<file path="config.mk">
export PLATFORM = sky130hd
export DESIGN_NAME = psum_accum
export DESIGN_NICKNAME = d
export VERILOG_FILES = /design/src/rtl/psum_accum.sv
export SDC_FILE = /design/constraint.sdc
export NUM_CORES = 2
export LEC_CHECK = 0
export ABC_AREA = 0
export ABC_CLOCK_PERIOD_IN_PS = 14000
export BUFFER_PORTS_ARGS = -buffer_cell sky130_fd_sc_hd__buf_2
export CORE_MARGIN = 5
export CORE_UTILIZATION = 50
export DETAILED_ROUTE_END_ITERATION = 7
export PLACE_DENSITY = 0.78
export SLEW_MARGIN = 40
export SYNTH_ARGS = -nofsm -noshare
export SYNTH_HDL_FRONTEND = slang
export SYNTH_SLANG_ARGS = --single-unit
</file>
<file path="constraint.sdc">
create_clock -name i_clk -period 14 [get_ports i_clk]
set_input_delay 4.2 -clock i_clk [delete_from_list [all_inputs] [get_ports i_clk]]
set_output_delay 4.2 -clock i_clk [all_outputs]
set_load 0.005 [all_outputs]
</file>
<file path="src/rtl/psum_accum.sv">
// rtl/psum_accum.sv - partial-sum accumulator and row emitter after the output FIFO
module psum_accum #(
  parameter int COL     = 8,
  parameter int PSUM_BW = 16,
  parameter int ADDR_W  = 4
) (
  input  logic                   i_clk,
  input  logic                   i_reset,
  input  logic                   i_start,
  input  logic [ADDR_W-1:0]      i_cfg_rows,
  input  logic [3:0]             i_cfg_passes,
  input  logic                   i_relu_en,
  input  logic                   i_ofifo_valid,
  input  logic [COL*PSUM_BW-1:0] i_ofifo_out,
  output logic                   o_ofifo_rd,
  output logic                   o_out_valid,
  input  logic                   i_out_ready,
  output logic [COL*PSUM_BW-1:0] o_out_data,
  output logic [ADDR_W-1:0]      o_out_addr,
  output logic                   o_busy,
  output logic                   o_done
);

  localparam int ROWS = 1 << ADDR_W;
  localparam int VW   = COL * PSUM_BW;

  typedef enum logic [2:0] {
    S_IDLE,
    S_READ,
    S_GAP,
    S_EMIT,
    S_DONE
  } state_t;

  state_t              r_state;
  state_t              w_next;

  logic [ADDR_W-1:0]   r_cfg_rows;
  logic [3:0]          r_cfg_passes;
  logic                r_relu;
  logic [ADDR_W-1:0]   r_row;
  logic [3:0]          r_pass;
  logic [VW-1:0]       r_acc [ROWS];
  logic [VW-1:0]       r_out_data;
  logic [ADDR_W-1:0]   r_out_addr;

  logic                w_pop;
  logic                w_final;
  logic                w_last_row;
  logic [VW-1:0]       w_acc_row;
  logic [VW-1:0]       w_sum;
  logic [VW-1:0]       w_emit;

  // Signed add clamped to the representable lane range.
  function automatic logic [PSUM_BW-1:0] sat_add(input logic [PSUM_BW-1:0] a,
                                                 input logic [PSUM_BW-1:0] b);
    logic [PSUM_BW:0] s;
    s = {a[PSUM_BW-1], a} + {b[PSUM_BW-1], b};
    if (s[PSUM_BW] != s[PSUM_BW-1]) begin
      sat_add = s[PSUM_BW] ? {1'b1, {(PSUM_BW-1){1'b0}}} : {1'b0, {(PSUM_BW-1){1'b1}}};
    end else begin
      sat_add = s[PSUM_BW-1:0];
    end
  endfunction

  assign w_final    = (r_pass == r_cfg_passes);
  assign w_last_row = (r_row == r_cfg_rows);
  assign w_acc_row  = r_acc[r_row];
  assign w_pop      = (r_state == S_READ) && i_ofifo_valid;

  assign o_out_data = r_out_data;
  assign o_out_addr = r_out_addr;

  // Per-lane sum: first pass takes the vector as-is, later passes add saturating.
  always_comb begin
    w_sum  = '0;
    w_emit = '0;
    for (int i = 0; i < COL; i++) begin
      if (r_pass == 4'd0) begin
        w_sum[i*PSUM_BW +: PSUM_BW] = i_ofifo_out[i*PSUM_BW +: PSUM_BW];
      end else begin
        w_sum[i*PSUM_BW +: PSUM_BW] = sat_add(w_acc_row[i*PSUM_BW +: PSUM_BW],
                                              i_ofifo_out[i*PSUM_BW +: PSUM_BW]);
      end
      if (r_relu && w_sum[(i+1)*PSUM_BW-1]) begin
        w_emit[i*PSUM_BW +: PSUM_BW] = '0;
      end else begin
        w_emit[i*PSUM_BW +: PSUM_BW] = w_sum[i*PSUM_BW +: PSUM_BW];
      end
    end
  end

  // FSM state register.
  always_ff @(posedge i_clk or negedge i_reset) begin
    if (!i_reset) begin
      r_state <= S_IDLE;
    end else begin
      r_state <= w_next;
    end
  end

  // Next-state and handshake outputs; a pop is only ever issued from READ, so pops never abut.
  always_comb begin
    w_next      = r_state;
    o_ofifo_rd  = 1'b0;
    o_out_valid = 1'b0;
    o_busy      = 1'b0;
    o_done      = 1'b0;
    case (r_state)
      S_IDLE: begin
        if (i_start) begin
          w_next = S_READ;
        end
      end
      S_READ: begin
        o_busy     = 1'b1;
        o_ofifo_rd = i_ofifo_valid;
        if (i_ofifo_valid) begin
          w_next = w_final ? S_EMIT : S_GAP;
        end
      end
      S_GAP: begin
        o_busy = 1'b1;
        w_next = S_READ;
      end
      S_EMIT: begin
        o_busy      = 1'b1;
        o_out_valid = 1'b1;
        if (i_out_ready) begin
          w_next = w_last_row ? S_DONE : S_READ;
        end
      end
      S_DONE: begin
        o_done = 1'b1;
        w_next = S_IDLE;
      end
      default: begin
        w_next = S_IDLE;
      end
    endcase
  end

  // Config latch plus row/pass counters; rows advance in GAP (accumulating) or on handshake (emitting).
  always_ff @(posedge i_clk or negedge i_reset) begin
    if (!i_reset) begin
      r_cfg_rows   <= '0;
      r_cfg_passes <= '0;
      r_relu       <= 1'b0;
      r_row        <= '0;
      r_pass       <= '0;
    end else begin
      case (r_state)
        S_IDLE: begin
          if (i_start) begin
            r_cfg_rows   <= i_cfg_rows;
            r_cfg_passes <= i_cfg_passes;
            r_relu       <= i_relu_en;
            r_row        <= '0;
            r_pass       <= '0;
          end
        end
        S_GAP: begin
          if (w_last_row) begin
            r_row  <= '0;
            r_pass <= r_pass + 4'd1;
          end else begin
            r_row <= r_row + ADDR_W'(1);
          end
        end
        S_EMIT: begin
          if (i_out_ready && !w_last_row) begin
            r_row <= r_row + ADDR_W'(1);
          end
        end
        default: begin
        end
      endcase
    end
  end

  // Finished-row register, loaded on the final-pass pop and held through backpressure.
  always_ff @(posedge i_clk or negedge i_reset) begin
    if (!i_reset) begin
      r_out_data <= '0;
      r_out_addr <= '0;
    end else if (w_pop && w_final) begin
      r_out_data <= w_emit;
      r_out_addr <= r_row;
    end
  end

  // Accumulator row file, written only on non-final passes.
  always_ff @(posedge i_clk or negedge i_reset) begin
    if (!i_reset) begin
      for (int i = 0; i < ROWS; i++) begin
        r_acc[i] <= '0;
      end
    end else if (w_pop && !w_final) begin
      r_acc[r_row] <= w_sum;
    end
  end

endmodule
</file>
==> impl_metrics.csv <==
group,metric,value,unit
worst_setup_path,max_stage_delay,0.33,ns
timing,slew_viol_final,0,
worst_hold_path,hp-class,"flip-flop to flip-flop",
timing,setup_viol,0,
synth,synth-async-reset-ratio,100.0,%
run,cap_violations,0,
global_route,grt_max_degree,144,
power,power_density,209.0,nW/um^2
finish,syn_to_final_growth,11.09,%
synth,syn_inst,8809,
route,drc_errors,0,
global_route,met1_usage,36.09,%
synth,synthMuxAreaShare,19.85,%
cts,cts-buffers-inserted,214,
finish,post-route-util,55.75,%
cts,clk_path_buf_depth,3,
route,vias,73570,
synth,synth-seq-cells,2200,
power,internal_power,14790,uW
worst_setup_path,critical_path_required,9.80,ns
die,dieArea,216800,sq um
global_route,grt_pass1_wl,451900,um
route,viasPerCell,6.340,
die,rows,167,
synth,syn_area,103800,sq um
timing,worst_pin_slew,0.9195,ns
worst_setup_path,end_kind,"output port",
power,seqPwrFrac,33.8,%
run_status,outcome,"completed",
synth,syn_avg_cell_area,11.79,sq um
worst_setup_path,worstPathArrival,4.93,ns
route,first_pass_iters,6,
die,core_area,206900,sq um
route,final_antenna_net_count,0,
worst_setup_path,crit_slowest_cell,"nor2_1",
die,die_w,465.7,um
die,start_util,50.19,%
cts,cts_resized,0,
placed_design,place_hpwl,175900,um
power,vdd_ir_drop_max,179.5,uV
route,wl,291700,um
synth,synthAdderAreaFrac,1.798,%
synth,synth_nets,9093,
global_route,grt-busiest-layer,"met2",
power,power.leakage,0.05088,uW
finish,fin_nets,8995,
timing,slew_headroom,38.55,%
synth,yosysTopAreaCell,"dfrtp_1",
cts,clk_pin_slew,0.06,ns
finish,drive_gt1_share,24.44,%
cts,htreeDepth,4,
synth,synth_edf_count,0,
timing,post-route-period-util,65.18,%
timing,period_minus_slack,9.125,ns
synth,synth_top_area_share,53.03,%
synth,synthFlopType,"dfrtp_1",
placed_design,portBuffers,277,
power,switchingPower,9307,uW
cts,root_buffer,"clkbuf_16",
power,switching_share,38.62,%
die,die_h,465.7,um
cts,clock_latency,0.87,ns
timing,grt_setup_unrepaired,"false",
synth,synth_warnings,0,
finish,final_common_cell,"dfrtp_1",
worst_setup_path,critical_path.most_common_cell,"buf_2",
cts,cts_hold_buffers,0,
power,clkPwrFrac,25.1,%
timing,timing.fmax,109.6,MHz
worst_setup_path,path_buf_inv,2,
cts,tritoncts,"built",
route,drtIter0Drc,8059,
worst_setup_path,cp_max_fo,4,
worst_setup_path,worst_path_dominant_cell_family,"simple AND/OR/NAND/NOR gates",
die,floorplan.io_pins,278,
worst_setup_path,startpoint_type,"primary input",
route,wl_per_cell,25.14,um
power,comb_power_share,41.2,%
global_route,grt_overflow,0,
synth,synthDistinctLibCells,105,
global_route,antenna_found_initial,33,
global_route,grt_usage,26.76,%
synth,synth_compound_gate_area_share,13.08,%
synth,yosys.area_share.simple,8.382,%
timing,hold_viol,0,
synth,yosysSeqAreaShare,53.03,%
synth,synthXorXnorAreaFrac,0.6906,%
global_route,grt_pass1_vias,75900,
timing,setup_tns,0,ns
worst_setup_path,path_class,"primary input to output port",
finish,final_cell_mix,"2,196 x dfrtp_1, 1,660 x nand2_1, 1,362 x o21ai_0",
cts,clkSinkCount,2200,
cts,post-cts-setup-buffer-count,0,
placed_design,gp_congestion,0.8886,
worst_setup_path,crit_chain,"buf_2 > nand2b_1 > nor2_1 > buf_2",
global_route,grt_use_met3,6.283,%
synth,synth_top_family_by_area,"multiplexers",
synth,synthTopCellsByArea,"dfrtp_1 53%, mux4_2 14%, o21ai_0 6.6%, nand2_1 6.1%, mux2_2 5.7%",
global_route,use_met2,42.59,%
timing,skew,0.04633,ns
## worst reg2reg max path, delay by kind of cell (launching register included)
kind,cells,cell delay [ns]
AOI/OAI and AO/OA,7,2.62
buffers and inverters,3,1.61
muxes,2,1.15
DFF,1,0.73
adders and majority gates,1,0.37
and+or+nand+nor,1,0.30
## area by class of cell
cell class | instances | area (sq um)
diodes | 11 | 27.53
well taps | 2704 | 3383
multi-input cells | 5802 | 46100
inverters | 72 | 270.3
flip-flops and latches | 2200 | 55070
repair buffers | 421 | 3093
clock inverters | 87 | 1262
clock buffers | 306 | 6121
fillers | 16220 | 91530
## worst paths after layout
| kind | startpoint | end | slack (ns) | depth (start not counted) |
|---|---|---|---|---|
| worst max register to register | r_row[0]$_DFFE_PN0P_ | r_acc[392]$_DFFE_PN0P_ | 7.12 | 14 |
| worst max-delay path | i_ofifo_valid | o_ofifo_rd | 4.87 | 4 |
| min in group asynchronous | i_reset | r_acc[1865]$_DFFE_PN0P_ | 3.23 | 1 |
| worst min-delay path | r_acc[658]$_DFFE_PN0P_ | r_acc[658]$_DFFE_PN0P_ | 0.47 | 2 |
| worst min register to register | r_acc[658]$_DFFE_PN0P_ | r_acc[658]$_DFFE_PN0P_ | 0.47 | 2 |
| max in group asynchronous | i_reset | r_cfg_passes[0]$_DFFE_PN0P_ | 7.99 | 6 |
## state kept, by name, indices dropped and copies added, names as in the netlist
| signal | cells |
|---|---|
| r_cfg_passes | 4 |
| r_acc | 2048 |
| o_out_addr | 4 |
| r_state | 3 |
| o_out_data | 128 |
| r_row | 4 |
| r_cfg_rows | 4 |
| r_pass | 4 |
| r_relu | 1 |
## synthesized netlist by cell type, types with 15 or more instances
cell and count:
and2_1 33, a22o_1 35, buf_1 83, a21oi_1 133
clkbuf_1 504, a31oi_2 20, a211oi_1 28, o21a_1 27
xnor2_1 35, a221oi_1 18, o21ai_1 161, a21o_1 60
o22ai_2 31, mux4_2 640, o211ai_1 36, mux2_2 530
nand2_1 1674, buf_4 15, xor2_1 45, nor2_1 200
nand2b_1 34, inv_1 72, a21oi_2 15, or3_1 17
ha_1 134, nand3_1 33, buf_2 118, o31ai_1 164
o21ai_0 1362, nor3_1 36, nor2b_1 15, dfrtp_1 2200
and3_1 19
## cell families (layout without fill, tap and decap cells)
family | Yosys count | after routing
mux | 1187 | 1187
fa+ha+maj | 145 | 145
simple gates | 2134 | 2134
other cells | 0 | 11
buf+inv | 807 | 886
compound gates | 2255 | 2255
xor+xnor | 81 | 81
flops | 2200 | 2200
## metrics by stage
| step | cells | instance area, sq um | power, uW | hold WS, ns | setup WS [ns] |
|---|---|---|---|---|---|
| final | 11600 | 115300 | 24100 | 0.4741 | 4.875 |
| after global routing | 11600 | 115300 | 25340 | 0.4885 | 4.817 |
| after CTS | 11590 | 115100 | 23980 | 0.4753 | 4.890 |
| after detailed placement | 11190 | 107700 | 17900 | 0.4620 | 4.887 |
| after global placement | 11170 | 107000 | 17330 | 0.4536 | 4.911 |
| after floorplan | 8809 | 103800 | 15050 | 0.4432 | 5.334 |
## power groups by stage
stage	combinational [uW]	sequential [uW]	clock, uW
6_report	9920	8140	6040
5_1_grt	10700	8250	6360
4_1_cts	9770	8120	6090
3_5_place_dp	9680	8220	0
3_3_place_gp	9190	8130	0
2_1_floorplan	7080	7970	0
## metal layers
metal	vias to the layer above	wire length, um
met5	-	127
met4	20	11510
met3	688	26900
met2	3331	137600
met1	37990	115600
li1	31540	-
Power figures use the tool's default switching activity.
